File: config.mk
export PLATFORM = sky130hd
export DESIGN_NAME = bin_to_bcd_seq
export DESIGN_NICKNAME = d
export VERILOG_FILES = /design/src/rtl/bcd_pkg.sv /design/src/rtl/bcd_digit_adj.sv /design/src/rtl/bin_to_bcd_seq.sv
export SDC_FILE = /design/constraint.sdc
export NUM_CORES = 1
export LEC_CHECK = 0
export CAP_MARGIN = 20
export CORE_UTILIZATION = 53
export DETAILED_ROUTE_END_ITERATION = 8
export PLACE_DENSITY_LB_ADDON = 0.15
export SETUP_SLACK_MARGIN = 0.4
export SLEW_MARGIN = 15
export SYNTH_ARGS = -nofsm -noshare
export SYNTH_HDL_FRONTEND = slang
export SYNTH_SLANG_ARGS = --single-unit
File: constraint.sdc
create_clock -name clk -period 1.7 [get_ports clk]
set_input_delay 0.425 -clock clk [delete_from_list [all_inputs] [get_ports clk]]
set_output_delay 0.425 -clock clk [all_outputs]
set_load 0.01 [all_outputs]
File: src/rtl/bcd_pkg.sv
// Shared BCD constants, FSM state type and digit-count helper for the
// binary-to-BCD converter and the downstream BCD adder.
package bcd_pkg;

  localparam int unsigned BCD_DIGIT_W = 4;
  localparam int unsigned ADJ_THRESH  = 5;
  localparam int unsigned ADJ_ADD     = 3;

  typedef enum logic [1:0] {
    IDLE,
    SHIFT,
    FINISH
  } state_e;

  // Decimal digits needed to print 2^w-1, i.e. ceil(w*log10(2)) (at least 1).
  function automatic int unsigned min_digits(input int unsigned w);
    logic [63:0] v;
    int unsigned n;
    v = (64'd1 << w) - 64'd1;
    n = 0;
    for (int unsigned i = 0; i < 20; i++) begin
      if (v != 64'd0) begin
        n++;
        v = v / 64'd10;
      end
    end
    return (n == 0) ? 1 : n;
  endfunction

endpackage

File: src/rtl/bcd_digit_adj.sv
// Double-dabble digit correction: adds 3 to a BCD digit that is 5 or more.
module bcd_digit_adj
  import bcd_pkg::*;
(
  input  logic [BCD_DIGIT_W-1:0] d_in,
  output logic [BCD_DIGIT_W-1:0] d_out
);

  always_comb begin
    d_out = d_in;
    if (d_in >= BCD_DIGIT_W'(ADJ_THRESH)) begin
      d_out = d_in + BCD_DIGIT_W'(ADJ_ADD);
    end
  end

endmodule

File: src/rtl/bin_to_bcd_seq.sv
// Sequential binary-to-BCD converter (shift-and-add-3), one input bit per
// clock, with a start/busy/done handshake.
module bin_to_bcd_seq
  import bcd_pkg::*;
#(
  parameter int unsigned BIN_W  = 8,
  parameter int unsigned DIGITS = 3
) (
  input  logic                          clk,
  input  logic                          rst,
  input  logic                          start,
  input  logic [BIN_W-1:0]              bin_in,
  output logic                          busy,
  output logic                          done,
  output logic [BCD_DIGIT_W*DIGITS-1:0] bcd_out
);

  localparam int unsigned SCR_W = BCD_DIGIT_W * DIGITS;
  localparam int unsigned CNT_W = (BIN_W > 1) ? $clog2(BIN_W + 1) : 1;
  localparam logic [CNT_W-1:0] LAST_CNT = CNT_W'(BIN_W - 1);

  if (BIN_W < 1 || BIN_W > 32) begin : g_bad_bin_w
    $error("bin_to_bcd_seq: BIN_W must be in 1..32");
  end
  if (DIGITS < min_digits(BIN_W)) begin : g_bad_digits
    $error("bin_to_bcd_seq: DIGITS too small for BIN_W");
  end

  state_e             state_q,   state_d;
  logic [BIN_W-1:0]   binreg_q,  binreg_d;
  logic [SCR_W-1:0]   scratch_q, scratch_d;
  logic [CNT_W-1:0]   cnt_q,     cnt_d;
  logic [SCR_W-1:0]   bcd_q,     bcd_d;
  logic               done_q,    done_d;

  logic [SCR_W-1:0]       adj;
  logic [SCR_W+BIN_W-1:0] shifted;

  for (genvar i = 0; i < DIGITS; i++) begin : g_adj
    bcd_digit_adj u_adj (
      .d_in  (scratch_q[i*BCD_DIGIT_W +: BCD_DIGIT_W]),
      .d_out (adj[i*BCD_DIGIT_W +: BCD_DIGIT_W])
    );
  end

  // The scratch MSB shifted out here is always 0 when DIGITS is large enough.
  always_comb begin
    shifted = {adj, binreg_q} << 1;
  end

  always_comb begin
    state_d   = state_q;
    binreg_d  = binreg_q;
    scratch_d = scratch_q;
    cnt_d     = cnt_q;
    bcd_d     = bcd_q;
    done_d    = 1'b0;
    case (state_q)
      IDLE: begin
        if (start) begin
          binreg_d  = bin_in;
          scratch_d = '0;
          cnt_d     = '0;
          state_d   = SHIFT;
        end
      end
      SHIFT: begin
        scratch_d = shifted[SCR_W+BIN_W-1:BIN_W];
        binreg_d  = shifted[BIN_W-1:0];
        cnt_d     = cnt_q + 1'b1;
        if (cnt_q == LAST_CNT) begin
          state_d = FINISH;
        end
      end
      FINISH: begin
        bcd_d   = scratch_q;
        done_d  = 1'b1;
        state_d = IDLE;
      end
      default: state_d = IDLE;
    endcase
  end

  always_ff @(posedge clk) begin
    if (rst) begin
      state_q   <= IDLE;
      binreg_q  <= '0;
      scratch_q <= '0;
      cnt_q     <= '0;
      bcd_q     <= '0;
      done_q    <= 1'b0;
    end else begin
      state_q   <= state_d;
      binreg_q  <= binreg_d;
      scratch_q <= scratch_d;
      cnt_q     <= cnt_d;
      bcd_q     <= bcd_d;
      done_q    <= done_d;
    end
  end

  assign busy    = (state_q != IDLE);
  assign done    = done_q;
  assign bcd_out = bcd_q;

endmodule

==> results.cfg <==
[clock_network]
clkTransAtPathRegs_ns = 0.11
cts_buffers = 5
cts_tree = built
cts_root_buf = clkbuf_4
cts_buffer_depth = 2
clkLatencyLatePin_ns = 0.35
ctsHoldBuffers = 0
htreeDepth = 2
cts.sinks = 39

[place]
io_buffers = 24
place_congestion = 0.8599
place_hpwl_um = 2501
dpl-instance-area_mm2 = 0.002083

[cells_and_area]
fill_cells = 238
multi_input_area_mm2 = 0.001016
syn2layout_area_growth_pct = 27.79
fin_nets = 265
diodes = 0
final_core_util = 0.7317
drive_gt1_frac = 0.3306
register_area_um2 = 809.5
fin_area_mm2 = 0.002307

[timing]
period_minus_slack_ns = 1.462
setup_tns_ns = 0
fin_worst_skew_ns = 0.007673
period_share = 0.8600
tightestPinTransition_ns = 0.2760
setup_viol = 0
rsz0062_at_grt = yes
final_max_slew_viol_count = 0
finalHoldViolCount = 0
relSlewSlack = 0.8157
fmax_ghz = 0.6840

[worst_setup_path]
cp-start-kind = flop
critical_path_buf_inv_count = 1
critPathCaptureType = output pin
reg2reg_depth = 6
crit_type = reg -> out
cpLargestDelayFamily = flip-flops
path_depth = 2
arrival_ns = 1.04
crit_fanout = 2
crit_chain = or2_4 -> buf_6
max_stage_delay_ns = 0.33
worstPathRequired_ns = 1.27
critPathSlowestCell = dfxtp_2

[detailed_routing]
via_count = 1555
routedWlPerCell_um = 13.21
finalWirelength_um = 3857
final_antenna_net_count = 0
drtIter0Drc = 117
drc_errors = 0
dr.pass1.iters = 4
viasPerCell = 5.325

[synthesis]
ys_top_cells_by_count = dfxtp_1 (39), a21oi_1 (29), nor2_1 (28), nand2_1 (25)
ys_seq_area_frac = 0.4324
netlist.area_leader.share = 0.4324
mappedNetlistArea_mm2 = 0.001805
synth_flop_cell = dfxtp_1
synth_seq_cells = 39
syn_nets = 232
synth_area_leaders = dfxtp_1 (43%), a21oi_1 (8.0%), nor2_1 (5.8%)
synthArstFlopShare = 0
yosysWarnings = 0
avgSynthCellArea_um2 = 8.437
synthCells = 214
synth_most_common_cell = dfxtp_1
synth_top_cell_by_area = dfxtp_1
synth_edf_count = 0
ys_types = 32

[power]
ir_drop_uv = 599.1
cellPowerDensity_mw_per_mm2 = 769.4
leakagePower_nw = 0.9237
p_total_w = 0.001775

[floorplan]
num_io_pins = 25
die_x_um = 60.37
die_h_um = 60.37
num_rows = 20
initial_core_util = 0.5726
core_mm2 = 0.003153
die_area_mm2 = 0.003644

[min_path]
whs_path_depth = 2
hp-class = reg -> reg

[job]
max_cap_viol_count = 0

[global_routing]
grt_pass1_vias = 1453
grt_pass1_wl_um = 6575
track_usage = 0.2476
grt_antenna_before_repair = 0
grt_max_degree = 24
overflow = 0

[outcome]
outcome = finished, final reports clean
worst reg2reg max path, stage by stage (launching register included):
cell     delay (ns)
dfxtp_2        0.34
buf_4          0.23
nor2_2         0.08
nor2_2         0.19
buf_4          0.19
nor2_1         0.06
nor3_1         0.18
placed cells by master (no fill, tap or decap), drive strengths merged, types with 2 or more instances in the layout:
master / count
dfxtp: 39
nor2: 32
a21oi: 29
buf: 29
nand2: 25
clkdlybuf4s50: 10
nor3: 9
a22o: 8
inv: 8
nor2b: 7
ha: 7
o21ai: 6
nand2b: 6
clkbuf: 6
nand3: 4
mux2i: 3
xnor2: 3
or2: 2
and4b: 2
nor3b: 2
a211oi: 2
nand3b: 2
xor2: 2
a22oi: 2
path summary, 6_finish.rpt:
path	to	from	slack, ns
hold reg to reg	bcd_out[8]	bcd_out[8]	0.45
hold / removal	bcd_out[8]	bcd_out[8]	0.45
setup reg to reg	binreg_q[4]	state_q[0]	0.34
setup / recovery	busy	state_q[0]	0.24
layout make-up:
cell class | count | share of cell area
well taps | 44 | 0.02386
clock buffers | 6 | 0.02223
inverters | 8 | 0.01410
flip-flops and latches | 39 | 0.3509
multi-input cells | 154 | 0.4403
repair buffers | 39 | 0.1334
clock inverters | 2 | 0.01518
where the power goes:
group          internal (W)  switching, W  total (W)
logic             0.0000856     0.0000974   0.000183
clock network      0.000347      0.000301   0.000649
registers          0.000932     0.0000116   0.000943
total               0.00136      0.000410    0.00178
cells by family after synthesis:
family                     after synthesis  synth area share
AOI/OAI and AO/OA                       48            0.1663
xor gates and xnor gates                 5           0.02426
adders and majority gates                7           0.04851
buffers and inverters                   21           0.06514
DFF                                     39            0.4324
muxes                                    3           0.01663
and+or+nand+nor                         91            0.2467
routing by layer:
| metal | share of wire | wire (um) | global-route usage | vias to the layer above |
|---|---|---|---|---|
| met5 | 0 | 0 | 0 | - |
| met4 | 0.019 | 75 | 0.09967 | 0 |
| met3 | 0.065 | 250 | 0.07463 | 10 |
| met2 | 0.46 | 1793 | 0.3972 | 53 |
| met1 | 0.45 | 1737 | 0.3115 | 712 |
| li1 | - | - | - | 780 |
flip-flops by register name (all words and copies together) (netlist names):
name and flops:
scratch_q 12, done 1, binreg_q 8, state_q 2
cnt_q 4, bcd_out 12
stage by stage:
| stage | worst slack [ns] | hold slack [ns] | instances |
|---|---|---|---|
| after floorplan | 0.4149 | 0.4411 | 214 |
| after global placement | -0.01815 | 0.4421 | 277 |
| after detailed placement | -0.08362 | 0.4463 | 277 |
| after CTS | 0.2170 | 0.4589 | 291 |
| after global routing | 0.1905 | 0.4724 | 292 |
| final | 0.2381 | 0.4549 | 292 |
what timing repair did:
item                                   4_1_cts  5_1_grt
setup endpoints to repair                   33       26
endpoints found under the hold margin        0        0
pin swaps                                    7        2
gates resized for setup                     92       10
setup buffers                                6        1
Power figures use the tool's default switching activity.
==> variant (config.mk and constraints unchanged) <==
Reset style: asynchronous (`rst`), changed in one clocked block.
--- a/src/rtl/bin_to_bcd_seq.sv
+++ b/src/rtl/bin_to_bcd_seq.sv
@@ -81,7 +81,7 @@
     endcase
   end
 
-  always_ff @(posedge clk) begin
+  always_ff @(posedge clk or posedge rst) begin
     if (rst) begin
       state_q   <= IDLE;
       binreg_q  <= '0;
Formal check against the unedited RTL: differs if rst is asserted again (counterexample within 4 cycles, from zero or initial values and one cycle with rst high); with rst held inactive, the same outputs for 10 cycles.
==> variant against the original RTL <==
  * Core utilization up 7.9 points
  * Count of clock-buffer cells in the layout unchanged
  * Sequential cell count unchanged
  * Worst setup slack worse by 0.10 ns
  * Final area up 11%
  * Routed wire length up 23%
  * Synthesized area up 1.3%
  * Critical path depth unchanged
Power is not compared: it rests on default switching activity, and its combinational part moved more than twofold at a synthesized area within 25%.
==> variant: results (changes against the original RTL) <==
• 1540 — total number of vias, -0.96%
• 0 — Final Max Slew Viols, unchanged
• 5 — TritonCTS Buffers, unchanged
• 1499 — via count of the first global-routing pass, +3.2%
• 0.00483 W — total design power
• 1.21 nW — cell leakage power
• 9.03% — mux cell area share after synthesis, +7.4 points
• dfrtp_1 (53%), mux2_1 (7.4%), o21ai_1 (4.9%) — cell types occupying the most area after synthesis
• 13.7% — area fraction in compound gates after synthesis, -2.9 points
• 4 — number of optimization iterations in the first detailed-route pass, unchanged
• 1.14 ns — arrival time of data at the critical path endpoint, +0.10 ns
• 4.76 mm — total wirelength of the detailed-routed design, +23%
• 2.44 mm — HPWL after detailed placement, -2.3%
• 81.1% — Max transition margin, -0.51 points
• 2170 um2 — placed cell area, +4.2%
• 27 — number of distinct standard cells referenced by the synthesized netlist, -16%
• primary input to async pin — classification of the worst-slack hold path
• 0 — antenna violations before repair, unchanged
• 0.0209 ns — setup clock skew after layout, +0.0133 ns
• 100% — share of synthesized registers carrying an async set or reset, +100 points
• dfrtp_1 (39), nand2_1 (20), o21ai_1 (18), mux2_1 (12), a21oi_1 (11) — most instantiated cells after synthesis
• 237 — count of nets after finishing, -11%
• 0.778 — Routability Congestion, -9.6%
• 6.84 mm — first-pass GRT wire length, +4.1%
• complete, no violations — outcome
• 978 um2 — register area, +21%
• 2 — number of H-tree branching levels, unchanged
• 188 — synthesized net count, -19%
• 2 — largest driver fanout on the critical path, unchanged
• 0.14 ns — clock input transition at the sequential cells of the worst setup and hold paths, +0.03 ns
• clkbuf_4 — cell at the root of the clock tree
• 0.00193 W — switching power
• 25 — maximum number of pins on one net before global-route repair, +4.2%
• 0 — number of diodes, unchanged
• 53 — initial detailed-routing violation count, -55%
• 37.3% — share of cells above drive strength 1, +4.2 points
• 6 — logic depth of the worst register-to-register path, unchanged
• 194 — Filler Cells Inserted, -18%
• 4.79% — adder and majority gate portion of the synthesized area, -0.063 points
• 1.92% — xor/xnor cell area share of the yosys netlist, -0.51 points
• 53.4% — portion of the post-synthesis area used by sequential elements, +10 points
• 25.6% — overall global routing resource usage, +0.87 points
## variant: cell count changes in the layout (fill, tap and decap cells not counted), moves of 6 or more
cell	change
buf_4	+6
a21oi_1	-17
dfxtp_2	-17
dfrtp_1	+37
o21ai_1	+16
nor2_1	-25
nor2b_1	-7
mux2_1	+12
dfxtp_1	-20
## variant: critical path, stage by stage, from the launching register on
cell     delay, ns
dfrtp_1       0.42
or2_4         0.23
buf_6         0.12
## variant: worst paths after layout
check	startpoint	end	slack, ns
worst max register to register	scratch_q[8]$_DFFE_PP0P_	scratch_q[10]$_DFFE_PP0P_	0.28
max in group asynchronous	rst	binreg_q[6]$_DFFE_PP0P_	0.91
min in group clk	bcd_out[5]$_DFFE_PP0P_	bcd_out[5]$_DFFE_PP0P_	0.50
worst min register to register	bcd_out[5]$_DFFE_PP0P_	bcd_out[5]$_DFFE_PP0P_	0.50
worst min-delay path	rst	cnt_q[2]$_DFFE_PP0P_	0.34
worst max-delay path	state_q[1]$_DFFE_PP0P_	busy	0.14
## variant: metrics by stage
step | std cells | setup WS, ns
floorplan | 170 | 0.351
global placement | 237 | 0.161
detailed placement | 237 | 0.0687
CTS | 256 | 0.151
global route | 264 | 0.110
finish | 264 | 0.136
## variant: what timing repair did
item,CTS,global route
endpoints found under the setup margin,40,45
gates resized for setup,85,17
pin swaps,7,12
cloned,1,1
setup buffers,10,7
## variant: layout make-up
class,count,area share (%)
Timing Repair Buffer,50,17.2
Inverter,8,1.32
Multi-Input combinational cell,115,37.6
Sequential cell,39,38.3
Clock inverter,2,1.37
Clock buffer,6,2.01
Tap cell,44,2.15
## variant: per-layer routing
metal	up-vias	GRT usage, %	wire [um]
met5	-	0	0
met4	0	10.1	160
met3	19	6.40	256
met2	63	39.9	2360
met1	769	34.7	1980
li1	689	-	-
